## src/rtl/ptw_arbiter.sv

```systemverilog
// Round-robin arbiter that shares one page table walker between NUM_REQ TLB miss sources.
// Define PTW_ARB_PERF_EN to add saturating grant/wait performance counters.
module ptw_arbiter #(
  parameter int NUM_REQ = 2,
  parameter int IDX_W   = (NUM_REQ > 1) ? $clog2(NUM_REQ) : 1
) (
  input  logic                    clk,
  input  logic                    rst,
  input  logic [NUM_REQ-1:0]      req_valid_i,
  output logic [NUM_REQ-1:0]      req_ready_o,
  input  logic [32*NUM_REQ-1:0]   req_vaddr_i,
  output logic [NUM_REQ-1:0]      resp_valid_o,
  input  logic [NUM_REQ-1:0]      resp_ready_i,
  output logic [31:0]             resp_pte_o,
  output logic                    ptw_req_valid_o,
  input  logic                    ptw_req_ready_i,
  output logic [31:0]             ptw_vaddr_o,
  input  logic                    ptw_resp_valid_i,
  output logic                    ptw_resp_ready_o,
  input  logic [31:0]             ptw_pte_i
`ifdef PTW_ARB_PERF_EN
  ,
  output logic [16*NUM_REQ-1:0]   perf_grants_o,
  output logic [15:0]             perf_wait_o
`endif
);

  localparam logic [1:0] ST_IDLE   = 2'd0;
  localparam logic [1:0] ST_ISSUE  = 2'd1;
  localparam logic [1:0] ST_WAIT   = 2'd2;
  localparam logic [1:0] ST_RETURN = 2'd3;

  localparam logic [IDX_W:0]   NUM_REQ_W = (IDX_W+1)'(NUM_REQ);
  localparam logic [IDX_W-1:0] LAST_IDX  = IDX_W'(NUM_REQ - 1);

  logic [1:0]       state_q, state_d;
  logic [IDX_W-1:0] rr_ptr_q, rr_ptr_d;
  logic [IDX_W-1:0] grant_q, grant_d;
  logic [31:0]      vaddr_q, vaddr_d;
  logic [31:0]      pte_q, pte_d;

  logic [2*NUM_REQ-1:0] valid_rot;
  logic [IDX_W:0]       grant_sum;
  logic [IDX_W-1:0]     grant_idx;
  logic                 any_valid;
  logic [NUM_REQ-1:0]   grant_oh;
  logic [NUM_REQ-1:0]   grant_q_oh;
  logic [31:0]          sel_vaddr;

  // Rotating by rr_ptr makes the first set bit the round-robin winner.
  assign valid_rot = {req_valid_i, req_valid_i} >> rr_ptr_q;

  always_comb begin
    any_valid = 1'b0;
    grant_sum = '0;
    grant_idx = '0;
    for (int i = 0; i < NUM_REQ; i++) begin
      if (!any_valid && valid_rot[i]) begin
        any_valid = 1'b1;
        grant_sum = {1'b0, rr_ptr_q} + (IDX_W+1)'(i);
        if (grant_sum >= NUM_REQ_W) grant_sum = grant_sum - NUM_REQ_W;
        grant_idx = grant_sum[IDX_W-1:0];
      end
    end
  end

  assign grant_oh   = NUM_REQ'(1) << grant_idx;
  assign grant_q_oh = NUM_REQ'(1) << grant_q;

  always_comb begin
    sel_vaddr = '0;
    for (int i = 0; i < NUM_REQ; i++) begin
      if (grant_idx == IDX_W'(i)) sel_vaddr = req_vaddr_i[32*i +: 32];
    end
  end

  always_comb begin
    state_d  = state_q;
    rr_ptr_d = rr_ptr_q;
    grant_d  = grant_q;
    vaddr_d  = vaddr_q;
    pte_d    = pte_q;
    case (state_q)
      ST_IDLE: begin
        if (any_valid) begin
          grant_d = grant_idx;
          vaddr_d = sel_vaddr;
          state_d = ST_ISSUE;
        end
      end
      ST_ISSUE: begin
        if (ptw_req_ready_i) state_d = ST_WAIT;
      end
      ST_WAIT: begin
        if (ptw_resp_valid_i) begin
          pte_d   = ptw_pte_i;
          state_d = ST_RETURN;
        end
      end
      ST_RETURN: begin
        // Only the granted requester's ready can complete the response.
        if (|(resp_ready_i & grant_q_oh)) begin
          state_d  = ST_IDLE;
          rr_ptr_d = (grant_q == LAST_IDX) ? '0 : grant_q + IDX_W'(1);
        end
      end
      default: state_d = ST_IDLE;
    endcase
  end

  always_ff @(posedge clk) begin
    if (rst) begin
      state_q  <= ST_IDLE;
      rr_ptr_q <= '0;
      grant_q  <= '0;
      vaddr_q  <= '0;
      pte_q    <= '0;
    end else begin
      state_q  <= state_d;
      rr_ptr_q <= rr_ptr_d;
      grant_q  <= grant_d;
      vaddr_q  <= vaddr_d;
      pte_q    <= pte_d;
    end
  end

  assign req_ready_o      = (state_q == ST_IDLE && any_valid) ? grant_oh : '0;
  assign ptw_req_valid_o  = (state_q == ST_ISSUE);
  assign ptw_vaddr_o      = (state_q == ST_ISSUE) ? vaddr_q : '0;
  assign ptw_resp_ready_o = (state_q == ST_WAIT);
  assign resp_valid_o     = (state_q == ST_RETURN) ? grant_q_oh : '0;
  assign resp_pte_o       = (state_q == ST_RETURN) ? pte_q : '0;

`ifdef PTW_ARB_PERF_EN
  logic [NUM_REQ-1:0][15:0] perf_grants_q, perf_grants_d;
  logic [15:0]              perf_wait_q, perf_wait_d;
  logic [NUM_REQ-1:0]       owner_mask;

  // In IDLE the would-be winner is not counted as waiting.
  assign owner_mask = (state_q == ST_IDLE) ? grant_oh : grant_q_oh;

  always_comb begin
    perf_grants_d = perf_grants_q;
    perf_wait_d   = perf_wait_q;
    if (state_q == ST_IDLE && any_valid && perf_grants_q[grant_idx] != 16'hFFFF)
      perf_grants_d[grant_idx] = perf_grants_q[grant_idx] + 16'd1;
    if (|(req_valid_i & ~owner_mask) && perf_wait_q != 16'hFFFF)
      perf_wait_d = perf_wait_q + 16'd1;
  end

  always_ff @(posedge clk) begin
    if (rst) begin
      perf_grants_q <= '0;
      perf_wait_q   <= '0;
    end else begin
      perf_grants_q <= perf_grants_d;
      perf_wait_q   <= perf_wait_d;
    end
  end

  assign perf_grants_o = perf_grants_q;
  assign perf_wait_o   = perf_wait_q;
`endif

endmodule

```

## config.mk

```make
export PLATFORM = sky130hd
export DESIGN_NAME = ptw_arbiter
export DESIGN_NICKNAME = d
export VERILOG_FILES = /design/src/rtl/ptw_arbiter.sv
export SDC_FILE = /design/constraint.sdc
export NUM_CORES = 1
export LEC_CHECK = 0
export CAP_MARGIN = 20
export CORE_MARGIN = 10
export CORE_UTILIZATION = 42
export CTS_BUF_LIST = sky130_fd_sc_hd__clkbuf_4 sky130_fd_sc_hd__clkbuf_8 sky130_fd_sc_hd__clkbuf_16
export DETAILED_ROUTE_END_ITERATION = 12
export PLACE_DENSITY = 0.95
export SETUP_SLACK_MARGIN = 0.5
export SYNTH_ARGS = -nofsm -noshare
export SYNTH_HDL_FRONTEND = slang
export SYNTH_SLANG_ARGS = --single-unit
```

## constraint.sdc

```tcl
create_clock -name clk -period 2.94 [get_ports clk]
set_clock_uncertainty 0.15 [all_clocks]
set_input_delay 0.294 -clock clk [delete_from_list [all_inputs] [get_ports clk]]
set_output_delay 0.294 -clock clk [all_outputs]
set_load 0.005 [all_outputs]
```

Yosys cells after proc, flatten, opt, wreduce, memory -nomap -nowiden
Cells that the tools add are included.
{"block": "word_totals", "out_inout_bits": 70, "in_bits": 104, "elab_cells": 48, "reg_bits": 68}
{"block": "classes", "n_shift": 3, "reduce_logical": 9, "magnitude_cmp": 2, "bitwise_logic": 1, "mux": 17, "add_sub_neg": 4, "eq_ne": 7}
{"op": "32-bit 2-to-1 mux", "n": 3}
{"op": "2-bit 2-to-1 mux", "n": 6}
{"op": "2-bit one-hot mux with 4 select lines", "n": 1}
{"op": "1-bit 2-to-1 mux", "n": 7}
{"op": "2-bit inequality test, second input constant", "n": 3}
{"op": "2-bit AND reduction", "n": 3}
{"op": "2-bit == test, second input constant", "n": 2}
{"op": "4-bit AND reduction", "n": 1}
{"op": "1-bit by 1-bit << shifter with 2-bit output, first input constant", "n": 2}
{"op": "4-bit by 1-bit right shift with 2-bit output", "n": 1}
{"op": "1-bit by 1-bit adder with 2-bit output, second input constant", "n": 1}
{"op": "2-bit AND", "n": 1}
{"op": "2-bit by 1-bit == test with 1-bit output, second input constant", "n": 1}
{"op": "1-bit by 2-bit >= comparator with 1-bit output, second input constant", "n": 1}
{"op": "2-bit >= comparator, second input constant", "n": 1}
{"op": "1-bit logical AND", "n": 2}
{"op": "2-bit zero test", "n": 1}
{"op": "2-bit by 1-bit inequality test with 1-bit output, second input constant", "n": 1}
{"op": "2-bit OR reduction", "n": 1}
{"op": "1-bit subtractor, second input constant", "n": 2}
{"op": "1-bit adder, second input constant", "n": 1}
{"op": "1-bit zero test", "n": 1}

Longest topological paths before layout
{"block": "depth", "ltp_word": 7, "depth_mapped": 7, "ltp_nobuf": 5}

Worst setup path before layout
OpenSTA, ideal clock, no wires.
{"block": "synth_timing", "path_kind": "register to register", "startpoint": "register state_q[1]", "endpoint": "register state_q[0]", "setup_slack_ns": 1.339, "synth_period_minus_slack_ns": 1.601, "arrival_time_ns": 1.380, "n_path_buf": 0, "setup_ns": 0.072, "path_stages_with_launch": 6, "required_time_ns": 2.718, "path_cell_list": "dfxtp_1 inv_1 ha_1 nor2b_2 a2111oi_4 mux2i_1"}
{"block": "synth_via", "elab_chain_len": 3, "elab_cells_between_ends": 10, "classes_between": "eq/ne: 7; mux: 1; reduce/logical: 2"}
{"element": "start: declaration", "line": "36", "rtl": "logic [1:0] state_q, state_d;"}
{"element": "start signal: assignment", "line": "119", "rtl": "state_q <= state_d;"}
{"element": "2-bit by 1-bit == test with 1-bit output (*)"}
{"element": "named net ptw_req_valid_o", "line": "15", "rtl": "output logic ptw_req_valid_o,"}
{"element": "2-bit by 1-bit inequality test with 1-bit output (no source line)"}
{"element": "4-bit AND reduction (no source line)"}
The timed path passes the listed nets; every way through them passes the cells marked *.
A chain may end at the register's enable or synchronous reset.

Worst setup path in the final report
{"block": "layout_timing", "startpoint": "register state_q[1]", "endpoint": "output resp_pte_o[11]"}
{"block": "layout_via", "elab_chain_len": 2}
{"element": "2-bit == test", "line": "132", "rtl": "assign resp_pte_o = (state_q == ST_RETURN) ? pte_q : '0;"}
{"element": "32-bit 2-to-1 mux", "line": "132"}
{"element": "end: declaration", "line": "14", "rtl": "output logic [31:0] resp_pte_o,"}
No other way between the ends.

==> reports/metrics.csv <==
metric;value;unit
cts.sinks;68;
cts_tree;yes;
crit_chain;ha_1 -> buf_8 -> and2_1 -> clkdlybuf4s50_1;
slowest_stage;clkdlybuf4s50_1;
end_kind;output port;
arrival;1.84;ns
p_int;2.04;mW
dieWidth;107;µm
crit_start;state_q[1]$_SDFFE_PP0P_;
setup_tns;0;ns
nets;628;
portBuffers;173;
reg2reg_slack;0.97;ns
cts_buffers;9;
worst_ep_required_time;2.50;ns
finalHoldViolCount;0;
grt_max_degree;41;
synth.distinct_cells;25;
synth_most_common_cell;dfxtp_1;
r2r_end;pte_q[31]$_SDFFE_PP0P_;
drt_wl_total;11900;µm
ant_nets;0;
synth_warnings;0;
ctsHoldBuffers;0;
postPlaceCellArea;4920;µm²
start_util;43.4;%
grt.total_usage;19.7;%
yosys-top-cells-area;dfxtp_1 43%, and2_1 13%, a32oi_1 9.2%, o2bb2ai_1 8.9%, nand2_1 8.0%;
drt_iter0_drc;138;
first_pass_iters;4;
rows;31;
die_h;107;µm
cts_root_buf;clkbuf_8;
rr_startpoint;state_q[0]$_SDFFE_PP0P_;
synth_top_area_share;43.2;%
path_max_fanout;37;
path_class;register to output port;
hp-start;pte_q[24]$_SDFFE_PP0P_;
num-fill-cells;533;
synth.avg_cell_area;8.70;µm²
syn_nets;470;
clkPwrFrac;27.0;%
holdCritPathClass;register to register;
synth_edf_count;0;
fin_crit;2.28;ns
worst_hold_slack;0.302;ns
rsz0062_at_grt;false;
setup_viol;0;
p_sw;912;µW
grt_pass1_vias;3449;
p_per_area;571;nW/µm²
drive_above_1_share;6.29;%
maxCapViolCount;0;
power;2.95;mW
grt_overflow_total;0;
synth_area_leader_cell;dfxtp_1;
worstMarginPinSlew;0.597;ns
min_period_over_period;77.7;%
holdPathStages;2;
io_pins;174;
ir_drop;259;µV
p_comb_share;31.9;%
ys_seq_area_share;43.2;%
cp-start-kind;register;
finalInstanceArea;5170;µm²
leakage;1.82;nW
grt_pass1_wl;18100;µm
htreeDepth;3;
outcome;completed;
drc;0;
switching_share;30.9;%
synthArstFlopShare;0;%
insertedDiodeCount;0;
relSlewSlack;60.2;%
fin_ws;0.655;ns
cts_buffer_depth;2;
max_freq;438;MHz
antenna_found_initial;0;
r2r_cells;6;
critPathMaxStageDelay;0.54;ns
clk_latency;0.33;ns
clk_pin_slew_worst_paths;0.07;ns
ys_ff_latch;68;
via_per_inst;5.34;
slew_violations;0;
core;7250;µm²
ys_top_cells_by_count;68 x dfxtp_1, 67 x nand2_1, 66 x and2_1, 33 x a21oi_1, 33 x a32oi_1;
pwr-share-seq;41.1;%
dieArea;11400;µm²
post_drt_wl_per_cell;19.1;µm
area_delta_synth_final;64.2;%
gp_congestion;0.778;
dr_total_vias;3332;
place_ws;0.486;ns
dp_hpwl;8590;µm
synthCells;362;
synth_area;3150;µm²
synth_ff_type;dfxtp_1;
hold_path_end;pte_q[24]$_SDFFE_PP0P_;
[critical path: cells and delay by family, from the launching register on]
family / cells / cell delay [ns]
buf+inv: 2 / 0.76
simple gates: 1 / 0.18
fa+ha+maj: 1 / 0.19
flops: 1 / 0.38
[cells by family after synthesis]
group                    synth area share (%)
flip-flops                               43.2
AO/OA/AOI/OAI                            25.3
adder cells (fa/ha/maj)                  1.59
multiplexers                            0.954
buffers and inverters                    4.97
AND/OR/NAND/NOR                          24.0
[timing repair]
item,in CTS,in global routing
buffers inserted,0,0
setup endpoints to repair,33,34
gates resized for setup,2,3
[through the flow]
stage          std cells  util [%]
5_1_grt              624      71.3
3_5_place_dp         607      67.8
6_report             624      71.3
3_3_place_gp         607      67.8
4_1_cts              623      70.8
2_1_floorplan        362         -
[power groups by stage]
stage,logic (mW),registers [mW],clock network (mW)
after floorplan,0.507,1.19,0
after global placement,0.875,1.21,0
final,0.942,1.21,0.796
after detailed placement,0.913,1.22,0
after global routing,1.03,1.23,0.847
after CTS,0.934,1.21,0.813
[worst max path at each step]
stage | end | slack, ns | depth (start not counted)
6_report | resp_pte_o[11] | 0.66 | 4
2_1_floorplan | state_q[0]$_SDFFE_PP0P_ | 1.34 | 5
4_1_cts | resp_pte_o[11] | 0.48 | 4
3_3_place_gp | ptw_vaddr_o[6] | 0.60 | 4
5_1_grt | ptw_vaddr_o[6] | 0.57 | 4
3_5_place_dp | ptw_vaddr_o[6] | 0.49 | 4
[flip-flops by register name (all words and copies together), names as in the netlist]
register and flops:
state_q 2, rr_ptr_q 1, vaddr_q 32, pte_q 32, grant_q 1
[final cells by class]
class	count	area (µm²)	area share, %
multi-input cells	257	1640	31.8
clock inverters	4	47.5	0.919
repair buffers	182	1830	35.3
inverters	2	7.51	0.145
flip-flops and latches	68	1360	26.3
well taps	99	124	2.40
clock buffers	12	159	3.07
[cell usage in the layout (no fill, tap or decap)]
cell type / count
clkdlybuf4s50_1: 173
nand2_1: 67
dfxtp_1: 67
and2_1: 66
a21oi_1: 33
a32oi_1: 33
o2bb2ai_1: 32
clkbuf_8: 11
buf_4: 7
nand2b_1: 5
mux2i_1: 3
ha_1: 3
inv_1: 2
nor2_1: 2
clkinv_2: 2
and2b_2: 1
a21boi_2: 1
and3_1: 1
and2_2: 1
o21bai_1: 1
nor2b_2: 1
nor2b_1: 1
nor3b_1: 1
a2111oi_4: 1
o21a_1: 1
nor2_2: 1
a2bb2oi_1: 1
ha_4: 1
clkinvlp_4: 1
clkbuf_4: 1
bufinv_16: 1
buf_16: 1
buf_8: 1
dfxtp_2: 1
[per-layer routing]
metal  vias up  part of all wire [%]  track usage [%]  routed length, µm
met2       164                    49             33.5               5870
met5         -                     0                0                  0
met3        30                   8.9             6.47               1060
met1      1545                    38             21.6               4590
met4         0                   3.5             10.3                419
li1       1593                     -                -                  -
Note: power is estimated with default switching activity, not from simulation.
